File: src/rtl/aes_key_sched_seq.sv
// AES-128/192/256 key-schedule control sequencer: emits one control beat per
// expanded-key word (rcon, RotWord/SubWord flags, round/column) over valid/ready.
module aes_key_sched_seq #(
    parameter bit EN_192 = 1'b1,
    parameter bit EN_256 = 1'b1,
    parameter int IDX_W  = 6
) (
    input  logic             clk,
    input  logic             rst,
    input  logic             start,
    input  logic [1:0]       len,
    input  logic             abort,
    input  logic             word_rdy,
    output logic             word_vld,
    output logic [IDX_W-1:0] word_idx,
    output logic [3:0]       rk_idx,
    output logic [1:0]       rk_col,
    output logic [7:0]       rcon,
    output logic             rot_sub,
    output logic             sub_only,
    output logic             last,
    output logic             busy,
    output logic             done,
    output logic             err
);
    typedef enum logic {IDLE, RUN} state_t;

    state_t           state;
    logic [3:0]       nk;
    logic [IDX_W-1:0] last_idx;
    logic [2:0]       phase;
    logic [7:0]       rcon_reg;

    logic             len_ok;
    logic [3:0]       nk_new;
    logic [5:0]       last_new;
    logic             xfer;
    logic             phase_wrap;

    always_comb begin
        len_ok   = (len == 2'b00) || (len == 2'b01 && EN_192) || (len == 2'b10 && EN_256);
        nk_new   = 4'd4;
        last_new = 6'd43;
        case (len)
            2'b01:   begin nk_new = 4'd6; last_new = 6'd51; end
            2'b10:   begin nk_new = 4'd8; last_new = 6'd59; end
            default: begin nk_new = 4'd4; last_new = 6'd43; end
        endcase
    end

    assign xfer       = word_vld & word_rdy;
    // Phase tracks i mod Nk so no divider is needed.
    assign phase_wrap = ({1'b0, phase} == nk - 4'd1);

    // Beat fields are pure functions of held registers, so they stay stable under stall.
    assign rot_sub  = word_vld && (phase == 3'd0);
    assign sub_only = word_vld && (nk == 4'd8) && (phase == 3'd4);
    assign rcon     = rot_sub ? rcon_reg : 8'h00;
    assign last     = word_vld && (word_idx == last_idx);
    assign rk_idx   = word_idx[5:2];
    assign rk_col   = word_idx[1:0];

    always_ff @(posedge clk) begin
        if (rst) begin
            state    <= IDLE;
            nk       <= 4'd0;
            last_idx <= '0;
            word_idx <= '0;
            phase    <= 3'd0;
            rcon_reg <= 8'h01;
            word_vld <= 1'b0;
            busy     <= 1'b0;
            done     <= 1'b0;
            err      <= 1'b0;
        end else begin
            done <= 1'b0;
            err  <= 1'b0;
            case (state)
                IDLE: begin
                    if (start) begin
                        if (len_ok) begin
                            state    <= RUN;
                            nk       <= nk_new;
                            last_idx <= IDX_W'(last_new);
                            word_idx <= IDX_W'(nk_new);
                            phase    <= 3'd0;
                            rcon_reg <= 8'h01;
                            word_vld <= 1'b1;
                            busy     <= 1'b1;
                        end else begin
                            err <= 1'b1;
                        end
                    end
                end
                RUN: begin
                    if (abort) begin
                        state    <= IDLE;
                        word_vld <= 1'b0;
                        busy     <= 1'b0;
                    end else if (xfer) begin
                        if (last) begin
                            state    <= IDLE;
                            word_vld <= 1'b0;
                            busy     <= 1'b0;
                            done     <= 1'b1;
                        end else begin
                            word_idx <= word_idx + 1'b1;
                            phase    <= phase_wrap ? 3'd0 : phase + 3'd1;
                            if (rot_sub)
                                rcon_reg <= {rcon_reg[6:0], 1'b0} ^ (rcon_reg[7] ? 8'h1b : 8'h00);
                        end
                    end
                end
                default: state <= IDLE;
            endcase
        end
    end
endmodule

File: config.mk
export PLATFORM = sky130hd
export DESIGN_NAME = aes_key_sched_seq
export DESIGN_NICKNAME = d
export VERILOG_FILES = /design/src/rtl/aes_key_sched_seq.sv
export SDC_FILE = /design/constraint.sdc
export NUM_CORES = 1
export LEC_CHECK = 0
export BUFFER_PORTS_ARGS = -buffer_cell sky130_fd_sc_hd__buf_2
export CORE_UTILIZATION = 43
export CTS_BUF_LIST = sky130_fd_sc_hd__clkbuf_4 sky130_fd_sc_hd__clkbuf_8 sky130_fd_sc_hd__clkbuf_16
export DETAILED_ROUTE_END_ITERATION = 7
export MAX_ROUTING_LAYER = met4
export PLACE_DENSITY_LB_ADDON = 0.25
export SETUP_SLACK_MARGIN = 0.5
export SKIP_LAST_GASP = 1
export SYNTH_ARGS = -nofsm -noshare
export SYNTH_HDL_FRONTEND = slang
export SYNTH_SLANG_ARGS = --single-unit
File: constraint.sdc
create_clock -name clk -period 2.8 [get_ports clk]
set_clock_uncertainty 0.05 [all_clocks]
set_input_delay 0.14 -clock clk [delete_from_list [all_inputs] [get_ports clk]]
set_output_delay 0.14 -clock clk [all_outputs]
set_load 0.01 [all_outputs]
Yosys cells after proc, flatten, opt, wreduce, memory -nomap -nowiden
Index checks and enable logic that the tools add are counted.
{"block": "op_classes", "n_eq_ne": 14, "n_addsub": 3, "reduce_logical": 14, "n_bitwise": 5, "n_mux": 38}
{"cell": "$mux 8", "n": 7}
{"cell": "$mux 6", "n": 5}
{"cell": "$mux 3", "n": 6}
{"cell": "$pmux 8 s2", "n": 1}
{"cell": "$mux 1", "n": 12}
{"cell": "$pmux 6 s2", "n": 1}
{"cell": "$ne 2x2->1 const B", "n": 5}
{"cell": "$pmux 5 s2", "n": 1}
{"cell": "$pmux 4 s2", "n": 1}
{"cell": "$xor 8x5->8", "n": 1}
{"cell": "$add 6x1->6 const B", "n": 1}
{"cell": "$eq 6x6->1", "n": 1}
{"cell": "$pmux 3 s2", "n": 1}
{"cell": "$reduce_and 6->1", "n": 1}
{"cell": "$mux 5", "n": 1}
{"cell": "$reduce_and 5->1", "n": 1}
{"cell": "$eq 3x4->1", "n": 1}
{"cell": "$eq 4x4->1 const B", "n": 1}
{"cell": "$logic_and 1x1->1", "n": 4}
{"cell": "$pmux 1 s2", "n": 2}
{"cell": "$reduce_and 4->1", "n": 1}
{"cell": "$reduce_or 4->1", "n": 1}
{"cell": "$sub 4x1->4 const B", "n": 1}
{"cell": "$add 3x1->3 const B", "n": 1}
{"cell": "13 further kinds", "n": 16}
{"block": "totals", "ff_bits": 31, "out_inout_bits": 27, "inputBits": 7, "word_cells": 83}

Longest topological paths before layout
Gate-level depths: netlist of run 1.
{"block": "depth", "word_depth": 7, "depth_mapped": 7, "mapped_depth_nobuf": 7}

Least setup slack after synthesis of run 1
OpenSTA, ideal clock, no wires.
{"block": "synth_timing", "kind": "register -> register", "from": "reg word_idx[5]", "to": "reg rcon_reg[7]", "stages_incl_launch_ff": 5, "synth_period_minus_slack_ps": 2160, "path_slack_ps": 640, "n_path_buf": 0, "required_ps": 2633, "arrival_time_ps": 1993, "setup_ps": 117, "cell_sequence": "dfxtp_1 -> or4_4 -> a2111oi_4 -> nor3_1 -> a22o_2"}
{"block": "synth_via", "elab_chain_len": 4}
{"element": "start, declared", "line_no": "15", "text": "output logic [IDX_W-1:0] word_idx,"}
{"element": "start signal, assigned", "line_no": "85", "text": "word_idx <= IDX_W'(nk_new);"}
{"element": "start signal, assigned", "line_no": "107", "text": "word_idx <= word_idx + 1'b1;"}
{"element": "$eq 6x6->1", "line_no": "59", "text": "assign last = word_vld && (word_idx == last_idx);"}
{"element": "$logic_and 1x1->1", "line_no": "59"}
{"element": "named net last", "line_no": "21", "text": "output logic last,"}
{"element": "$ne 2x2->1 (no source line)"}
{"element": "$reduce_and 6->1 (no source line)"}
{"element": "end signal, assigned", "line_no": "110", "text": "rcon_reg <= {rcon_reg[6:0], 1'b0} ^ (rcon_reg[7] ? 8'h1b : 8'h00);"}
{"element": "end, declared", "line_no": "32", "text": "logic [7:0] rcon_reg;"}
The timed path passes the listed nets, and every way through them passes these cells.
A chain may end at the register's enable or synchronous reset.

Worst setup path in the final report of run 1
{"block": "layout_timing", "from": "reg word_idx[0]", "to": "reg rcon_reg[6]"}
{"block": "layout_via", "elab_chain_len": 4}
{"element": "$eq 6x6->1", "line_no": "59"}
{"element": "$logic_and 1x1->1", "line_no": "59"}
{"element": "$ne 2x2->1 (no source line)"}
{"element": "$reduce_and 6->1 (no source line)"}
No other way between the ends.

==> impl_metrics.json, run 1 <==
{
  "status": "completed",
  "dpl.hpwl_um": 2143,
  "top_usage_layer": "met2",
  "path_cells": "or4_4, a2111oi_4, buf_4, o21a_1, a22o_2",
  "setup-tns-final_ps": 0,
  "n_antenna_cell": 0,
  "final_hold_viol_count": 0,
  "gp_congestion": 0.8154,
  "yosysMostFrequentCell": "dfxtp_1",
  "ys_seq_elements": 27,
  "initial_core_util_pct": 46.09,
  "grt_use_met1_pct": 22.82,
  "synth_area_leaders": "dfxtp_1 (38%), ha_1 (8.7%), a22o_2 (4.9%)",
  "max_slew_margin_pct": 67.09,
  "die_area_um2": 3561,
  "power.share.combinational_pct": 18.7,
  "path_clk_slew_ps": 140,
  "synthCells": 159,
  "antenna_found_initial": 0,
  "via_per_inst": 5.183,
  "synth_cell_types": 35,
  "cp-end-kind": "flip-flop",
  "async_flop_share_pct": 0,
  "peakVddDrop_mv": 0.2003,
  "track_usage_pct": 17.45,
  "ys_warn_count": 0,
  "insertion_delay_ps": 310,
  "holdWs_ps": 45.14,
  "firstDrtPassIters": 4,
  "worst_pin_slew_ps": 491.4,
  "grt_overflow": 0,
  "grt_max_degree": 22,
  "synth-seq-area-share_pct": 37.80,
  "cts_max_level": 1,
  "path_delay_family": "compound AO/OA/AOI/OAI gates",
  "cts_buffer_depth": 2,
  "critPathBufInv": 1,
  "post-route-util_pct": 52.62,
  "syn_to_final_growth_pct": 14.17,
  "num_vias": 1192,
  "worst_path_max_delay_cell": "or4_4",
  "p_leak_uw": 0.0007339,
  "rsz0062_at_grt": "false",
  "netlist_area_um2": 1430,
  "wl_per_cell_um": 12.33,
  "final_max_slew_viol_count": 0,
  "avgSynthCellArea_um2": 8.994,
  "synth_area_leader_cell": "dfxtp_1",
  "required_ps": 3020,
  "grt_pass1_wl_um": 4629,
  "fin_nets": 204,
  "drc_errors": 0,
  "critPathMaxFanout": 8,
  "cts_root_buffer": "clkbuf_4",
  "path_class": "flip-flop to flip-flop",
  "rows": 20,
  "synth_edf_count": 0,
  "netlist_top_cells_count": "dfxtp_1 (27), nor2_1 (16), ha_1 (10)",
  "numClockSinks": 27,
  "dpl-instance-area_um2": 1590,
  "critical-path-max-stage-delay_ps": 520,
  "drive_gt1_share_pct": 28.49,
  "setup_viol": 0,
  "drt_iter0_drc": 59,
  "grtUsageMet3_pct": 4.329,
  "crit_arrival_ps": 2290,
  "portBuffers": 33,
  "powerDensity_nw_per_um2": 446.0,
  "hp-class": "input pin to flip-flop",
  "core_um2": 3103,
  "seqPwrFrac_pct": 57.5,
  "period_minus_slack_ps": 2067,
  "cts_tree": "done",
  "synth_nets": 176,
  "switching_share_pct": 28.30,
  "die_h_um": 59.67,
  "postRouteAntennaNets": 0,
  "largest_reg_flops": 8,
  "p_sw_uw": 206.1,
  "cap_violations": 0,
  "grt_use_met2_pct": 26.51,
  "max_freq_ghz": 0.4838,
  "cts_buffers": 3,
  "fin_area_um2": 1633,
  "worstSetupStartpointType": "flip-flop",
  "synth_ff_type": "dfxtp_1",
  "routed_wl_um": 2835,
  "clkPwrFrac_pct": 23.8,
  "io_pins": 34,
  "p_int_uw": 522.2,
  "grt_pass1_vias": 1032,
  "netlist.area_leader.share_pct": 37.80,
  "period_share_pct": 73.82,
  "dieWidth_um": 59.67
}
logic make-up after synthesis:
group	count (synthesis)	share of synthesized area (%)
adders and majority gates	10	8.749
and+or+nand+nor	54	19.69
xor gates and xnor gates	10	6.124
DFF	27	37.80
buffers and inverters	22	7.611
muxes	2	1.400
AOI/OAI and AO/OA	34	18.64
routing by layer:
layer  up-vias  wire length [µm]
li1        596                 -
met1       557              1355
met2        35              1319
met3         4               142
met4         0                19
met5         -                 0
cell usage in the layout, fill, tap and decap left out, types with 5 or more instances in the layout:
cell type | synthesis | layout
nor2_1 | 16 | 16
nand3_1 | 5 | 5
nor3_1 | 6 | 5
and2_1 | 6 | 6
inv_1 | 9 | 9
a21oi_1 | 9 | 9
a22o_2 | 7 | 7
dfxtp_1 | 27 | 27
a211oi_1 | 7 | 7
xor2_1 | 5 | 5
xnor2_1 | 5 | 5
buf_2 | 0 | 33
ha_1 | 10 | 10
nand2_1 | 9 | 9
area by class of cell:
cell class                      instances  area, µm²
Clock buffer                            4      30.03
Timing Repair Buffer                   36      187.7
Sequential cell                        27      540.5
Multi-Input combinational cell        110      785.8
Fill cell                             322       1470
Inverter                                9      33.78
Tap cell                               44      55.05
power by group through the flow:
stage	sequential [µW]	combinational, µW	clock, µW
final	419	136	174
after global routing	422	150	203
after CTS	419	135	184
after detailed placement	427	135	0
after global placement	426	131	0
after floorplan	425	98.4	0
through the flow:
step | total power, µW | instances | worst slack (ps)
2_1_floorplan | 523.3 | 159 | 639.5
3_3_place_gp | 557.4 | 225 | 666.1
3_5_place_dp | 561.8 | 225 | 583.8
4_1_cts | 737.7 | 229 | 537.5
5_1_grt | 775.5 | 230 | 626.4
6_report | 728.2 | 230 | 733.0
final timing paths:
| path | cells past startpoint | from | slack, ps | end |
|---|---|---|---|---|
| max | 5 | word_idx[0]$_SDFFE_PP0P_ | 730 | rcon_reg[6]$_SDFFE_PP0P_ |
| min | 2 | start | 50 | err$_SDFF_PP0_ |
| max reg2reg | 5 | word_idx[0]$_SDFFE_PP0P_ | 730 | rcon_reg[6]$_SDFFE_PP0P_ |
| min reg2reg | 2 | phase[0]$_SDFFE_PP0P_ | 450 | phase[0]$_SDFFE_PP0P_ |
repair_timing:
action                                  4_1_cts  5_1_grt
hold buffers                                  0        0
gates resized for setup                       0        1
endpoints found under the setup margin        0        9
buffers inserted                              0        1
(Power assumes the default switching activity.)
==> run 2: changes to the inputs <==
==> constraint.sdc (replaced) <==
create_clock -name clk -period 1.7 [get_ports clk]
set_clock_uncertainty 0.05 [all_clocks]
set_input_delay 0.085 -clock clk [delete_from_list [all_inputs] [get_ports clk]]
set_output_delay 0.085 -clock clk [all_outputs]
set_load 0.01 [all_outputs]
==> run 2 against run 1 <==
The run now ends with negative setup slack left. Total power increased by 83%. Wire length grew 25%. Utilization grew 14 points. Worst setup slack worse by 1000 ps. Die area unchanged. Non-clock buffer count is 25 higher. Critical path type is now flip-flop to primary output. Via count is 11% higher. Critical path depth fell by 1.
==> impl_metrics.json, run 2 (synthesis gave the netlist of run 1 again) <==
{
  "cts_buffer_depth": 2,
  "post-route-util_pct": 66.69,
  "critPathMaxFanout": 8,
  "antenna_found_initial": 0,
  "p_leak_uw": 0.0009281,
  "critPathBufInv": 2,
  "syn_to_final_growth_pct": 44.71,
  "hp-class": "input pin to flip-flop",
  "drt_iter0_drc": 80,
  "grt_overflow": 0,
  "required_ps": 1560,
  "total_power_uw": 1329,
  "final_common_cell": "buf_2",
  "path_cells": "or4_4, a2111oi_4, buf_6, buf_6",
  "dpl.hpwl_um": 2370,
  "max_slew_margin_pct": 52.30,
  "drc_errors": 0,
  "violations": "negative setup slack",
  "cp-end-kind": "primary output",
  "cp_common_cell": "buf_6",
  "wl_met1_um": 1685,
  "reg2reg_depth": 5,
  "portBuffers": 33,
  "fin_nets": 229,
  "worstSetupStartpointType": "flip-flop",
  "cts_tree": "done",
  "dieWidth_um": 59.67,
  "layout_setup_ws_ps": -265.8,
  "num_vias": 1320,
  "setup_viol": 21,
  "crit_start": "last_idx[1]$_SDFFE_PP0P_",
  "route.met3.wl_um": 100,
  "path_delay_family": "simple AND/OR/NAND/NOR gates",
  "rr_endpoint": "rcon_reg[2]$_SDFFE_PP0P_",
  "powerDensity_nw_per_um2": 642.4,
  "routed_wl_um": 3553,
  "cts_max_level": 1,
  "grt_max_degree": 22,
  "numClockSinks": 27,
  "crit_end": "last",
  "path_clk_slew_ps": 160,
  "critical-path-max-stage-delay_ps": 540,
  "gp_congestion": 0.8747,
  "wl_per_cell_um": 13.93,
  "track_usage_pct": 20.95,
  "r2r_slack_ps": -260,
  "setup-tns-final_ps": -4437,
  "worst_pin_slew_ps": 711.6,
  "path_class": "flip-flop to primary output",
  "topRoutingLayerUsed": "met4",
  "firstDrtPassIters": 4,
  "crit_arrival_ps": 1830,
  "initial_core_util_pct": 46.09,
  "core_um2": 3103,
  "grt_pass1_vias": 1232,
  "postRouteAntennaNets": 0,
  "final_cell_mix": "buf_2 (26), buf_4 (21), dfxtp_1 (19), nor2_1 (13), buf_6 (12)",
  "via_per_inst": 5.176,
  "final_max_slew_viol_count": 0,
  "max_freq_ghz": 0.5087,
  "rows": 20,
  "worst_path_max_delay_cell": "or4_4",
  "cp_num_cells": 4,
  "cap_violations": 0,
  "final_hold_viol_count": 0,
  "die_area_um2": 3561,
  "period_minus_slack_ps": 1966,
  "drive_gt1_share_pct": 52.13,
  "io_pins": 34,
  "grt_pass1_wl_um": 5554,
  "route.met2.wl_um": 1735,
  "cts_buffers": 3,
  "die_h_um": 59.67,
  "status": "finished, violations left",
  "reg2reg_from": "last_idx[1]$_SDFFE_PP0P_",
  "n_antenna_cell": 0,
  "period_share_pct": 115.6,
  "insertion_delay_ps": 320,
  "rsz0062_at_grt": "true",
  "largest_reg_flops": 8,
  "peakVddDrop_mv": 0.3485,
  "cts_root_buffer": "clkbuf_4"
}
[run 2: cell count changes in the layout (fill, tap and decap cells not counted), sizes merged]
cell         change
dlygate4sd3      +2
clkbuf           -1
clkinv           +1
buf             +23
[run 2: where the power goes]
group | switching, µW | internal [µW] | leakage (µW)
registers | 19.4 | 660 | 0.000223
logic | 188 | 173 | 0.000687
clock network | 200 | 88.1 | 0.0000177
total | 408 | 922 | 0.000928
[run 2: layout make-up]
class,count,area (µm²)
Sequential cell,27,550.5
Clock inverter,1,5.005
Fill cell,263,1033
Tap cell,44,55.05
Multi-Input combinational cell,110,959.7
Inverter,9,33.78
Timing Repair Buffer,61,442.9
Clock buffer,3,22.52
[run 2: through the flow]
step	setup WS (ps)	instance area, µm²	hold WS (ps)	cells
3_5_place_dp	-214.7	1713	352.3	239
5_1_grt	-334.5	2069	33.26	255
4_1_cts	-262.5	1979	20.95	251
6_report	-265.8	2069	29.78	255
3_3_place_gp	-155.9	1713	352.8	239
2_1_floorplan	-326.4	1468	205.3	159
[run 2: how the worst min path moves through the flow]
stage | slack, ps | to | start | cells past startpoint
2_1_floorplan | 210 | err$_SDFF_PP0_ | start | 1
3_3_place_gp | 350 | done$_SDFF_PP0_ | word_rdy | 3
3_5_place_dp | 350 | err$_SDFF_PP0_ | start | 2
4_1_cts | 20 | busy$_SDFFE_PP0P_ | abort | 4
5_1_grt | 30 | last_idx[4]$_SDFFE_PP0P_ | len[1] | 3
6_report | 30 | busy$_SDFFE_PP0P_ | abort | 4
[run 2: what timing repair did]
action                                  4_1_cts  5_1_grt
gates resized for setup                      44       11
endpoints found under the setup margin       36       36
hold buffers                                  2        0
endpoints found under the hold margin         2        0
pin swaps                                    12        6
setup buffers                                 6        4
[run 2: per-layer routing]
layer,vias to the layer above,track usage (%)
met4,0,3.987
met5,-,-
met1,639,28.59
met3,4,2.597
met2,24,33.49
li1,653,-
[run 2: worst reg2reg max path: stages, from the launching register on]
cell and delay [ps]:
dfxtp_2 350, or4_4 540, a2111oi_4 330, buf_6 190
nor3_2 120, a22o_2 310
==> run 3: changes to the inputs <==
--- a/config.mk
+++ b/config.mk
@@ -5,6 +5,7 @@
 export SDC_FILE = /design/constraint.sdc
 export NUM_CORES = 1
 export LEC_CHECK = 0
+export ABC_AREA = 1
 export BUFFER_PORTS_ARGS = -buffer_cell sky130_fd_sc_hd__buf_2
 export CORE_UTILIZATION = 43
 export CTS_BUF_LIST = sky130_fd_sc_hd__clkbuf_4 sky130_fd_sc_hd__clkbuf_8 sky130_fd_sc_hd__clkbuf_16
==> run 3 against run 2 <==
Fmax up 30%. Clock power rose by 33%. Synthesized cell count up 48%. Count of clock-buffer cells in the layout stayed put. Register-to-register slack better by 440 ps. Sequential power is 6.6% higher. Combinational power grew 64%. The run now ends clean.
==> impl_metrics.json, run 3 <==
{
  "status": "completed",
  "core_um2": 3442,
  "grt_pass1_wl_um": 7507,
  "cts_root_buffer": "clkbuf_8",
  "instances_no_fill": 340,
  "path_clk_slew_ps": 100,
  "setup-tns-final_ps": 0,
  "p_leak_uw": 0.001119,
  "peakVddDrop_mv": 0.4352,
  "synthCells": 235,
  "rsz0062_at_grt": "true",
  "synth_area_leader_cell": "dfxtp_1",
  "post-route-util_pct": 70.27,
  "cp_common_cell": "nor2_1",
  "drive_gt1_share_pct": 47.96,
  "ys_seq_elements": 27,
  "final_cell_mix": "nand2_1 (39), buf_2 (30), nor2_1 (24), buf_4 (23), inv_1 (20)",
  "firstDrtPassIters": 4,
  "netlist_top_cells_count": "nand2_1 (50), nor2_1 (33), inv_1 (31), dfxtp_1 (27), a21oi_1 (21)",
  "synth_nets": 252,
  "period_minus_slack_ps": 1517,
  "fill_cells": 272,
  "insertion_delay_ps": 280,
  "num_vias": 1790,
  "critical-path-max-stage-delay_ps": 330,
  "cts_tree": "done",
  "dpl.hpwl_um": 2783,
  "initial_core_util_pct": 46.17,
  "crit_arrival_ps": 1650,
  "cp-end-kind": "flip-flop",
  "io_pins": 34,
  "drt_iter0_drc": 109,
  "hp-class": "input pin to flip-flop",
  "place_inst": 304,
  "grt_pass1_vias": 1554,
  "critPathMaxFanout": 6,
  "rows": 21,
  "fin_nets": 312,
  "synth_ff_type": "dfxtp_1",
  "cts_max_level": 1,
  "gp_congestion": 0.8470,
  "die_area_um2": 3943,
  "final_hold_viol_count": 0,
  "powerDensity_nw_per_um2": 703.8,
  "synth_area_leaders": "dfxtp_1 (34%), nand2_1 (12%), ha_1 (7.9%)",
  "worstSetupStartpointType": "flip-flop",
  "via_per_inst": 5.265,
  "grt_max_degree": 21,
  "max_slew_margin_pct": 61.89,
  "routed_wl_um": 4967,
  "synth-seq-area-share_pct": 34.02,
  "dieWidth_um": 62.79,
  "cts_buffers": 3,
  "die_h_um": 62.79,
  "portBuffers": 33,
  "path_cells": "inv_2, ha_4, nand3_4, buf_6, nand2_4, buf_12, nand4_4, nor2_1, nor2_1",
  "drc_errors": 0,
  "netlist.area_leader.share_pct": 34.02,
  "path_class": "flip-flop to flip-flop",
  "period_share_pct": 89.23,
  "postRouteAntennaNets": 0,
  "required_ps": 1840,
  "worst_path_max_delay_cell": "dfxtp_2",
  "ys_warn_count": 0,
  "synth_edf_count": 0,
  "largest_reg_flops": 8,
  "netlist_area_um2": 1589,
  "async_flop_share_pct": 0,
  "wl_per_cell_um": 14.61,
  "setup_viol": 0,
  "avgSynthCellArea_um2": 6.762,
  "antenna_found_initial": 0,
  "cts_buffer_depth": 2,
  "cap_violations": 0,
  "yosysMostFrequentCell": "nand2_1",
  "grt_overflow": 0,
  "numClockSinks": 27,
  "n_antenna_cell": 0,
  "max_freq_ghz": 0.6592,
  "final_common_cell": "nand2_1",
  "worst_pin_slew_ps": 571.1,
  "track_usage_pct": 24.90,
  "final_max_slew_viol_count": 0,
  "synth_cell_types": 28,
  "syn_to_final_growth_pct": 52.20
}
## run 3: changes by cell type in the layout (fill, tap and decap cells not counted), moves of 7 or more
cell     previous run  this run
nand2_2             0         7
dfxtp_4             0         7
nor2_1             13        24
o21ai_0             3        11
a21oi_1             7        16
inv_1               5        20
nand2_1             7        39
## run 3: per-layer routing
| metal | vias to the layer above | routed length, µm | track usage (%) |
|---|---|---|---|
| met1 | 849 | 2214 | 32.33 |
| met5 | - | 0 | - |
| met2 | 62 | 2447 | 39.95 |
| met4 | 0 | 85 | 8.140 |
| met3 | 9 | 219 | 3.102 |
| li1 | 870 | - | - |
## run 3: worst paths after layout
check,start,endpoint,slack (ps),cells past startpoint
max,phase[0]$_SDFFE_PP0P_,rcon_reg[3]$_SDFFE_PP0P_,180,9
min,start,err$_SDFF_PP0_,20,3
max reg2reg,phase[0]$_SDFFE_PP0P_,rcon_reg[3]$_SDFFE_PP0P_,180,9
min reg2reg,rcon_reg[5]$_SDFFE_PP0P_,rcon_reg[5]$_SDFFE_PP0P_,430,2
## run 3: cell type report
class	count	area (µm²)	area share, %
sequential	27	575.6	23.80
clock buffer	3	41.29	1.707
timing repair buffer	67	504.2	20.85
inverter	33	140.1	5.794
clock inverter	1	5.005	0.2069
tap	46	57.56	2.380
multi-input combinational	163	1095	45.27
## run 3: cell families after synthesis
group	synth area share (%)
AND/OR/NAND/NOR	30.00
flip-flops	34.02
multiplexers	0.6299
AO/OA/AOI/OAI	14.10
adder cells (fa/ha/maj)	7.874
buffers and inverters	13.39
## run 3: metrics by stage
step	hold slack, ps	setup slack (ps)	instance area [µm²]	power, µW
2_1_floorplan	111.1	373.9	1679	1015
4_1_cts	5.022	274.8	2202	1595
5_1_grt	10.97	133.1	2419	1795
3_5_place_dp	261.2	130.3	1837	1102
3_3_place_gp	261.9	158.9	1837	1097
6_report	15.94	183.0	2419	1702
## run 3: critical path, delay by kind of cell (launching register included)
family	cells	cell delay [ps]
fa+ha+maj	1	150
buf+inv	3	340
flops	1	330
simple gates	5	530
## run 3: timing repair
action | in CTS | in global routing
resized for setup | 35 | 37
pin swaps | 14 | 12
cloned | 2 | 0
hold buffers | 2 | 0
endpoints found under the hold margin | 2 | 0
setup buffers | 20 | 8
endpoints found under the setup margin | 35 | 37
## run 3: power by group
group	switching, µW	leakage (µW)	internal [µW]
sequential	45.4	0.000229	679
combinational	332	0.000864	262
clock	218	0.0000255	165
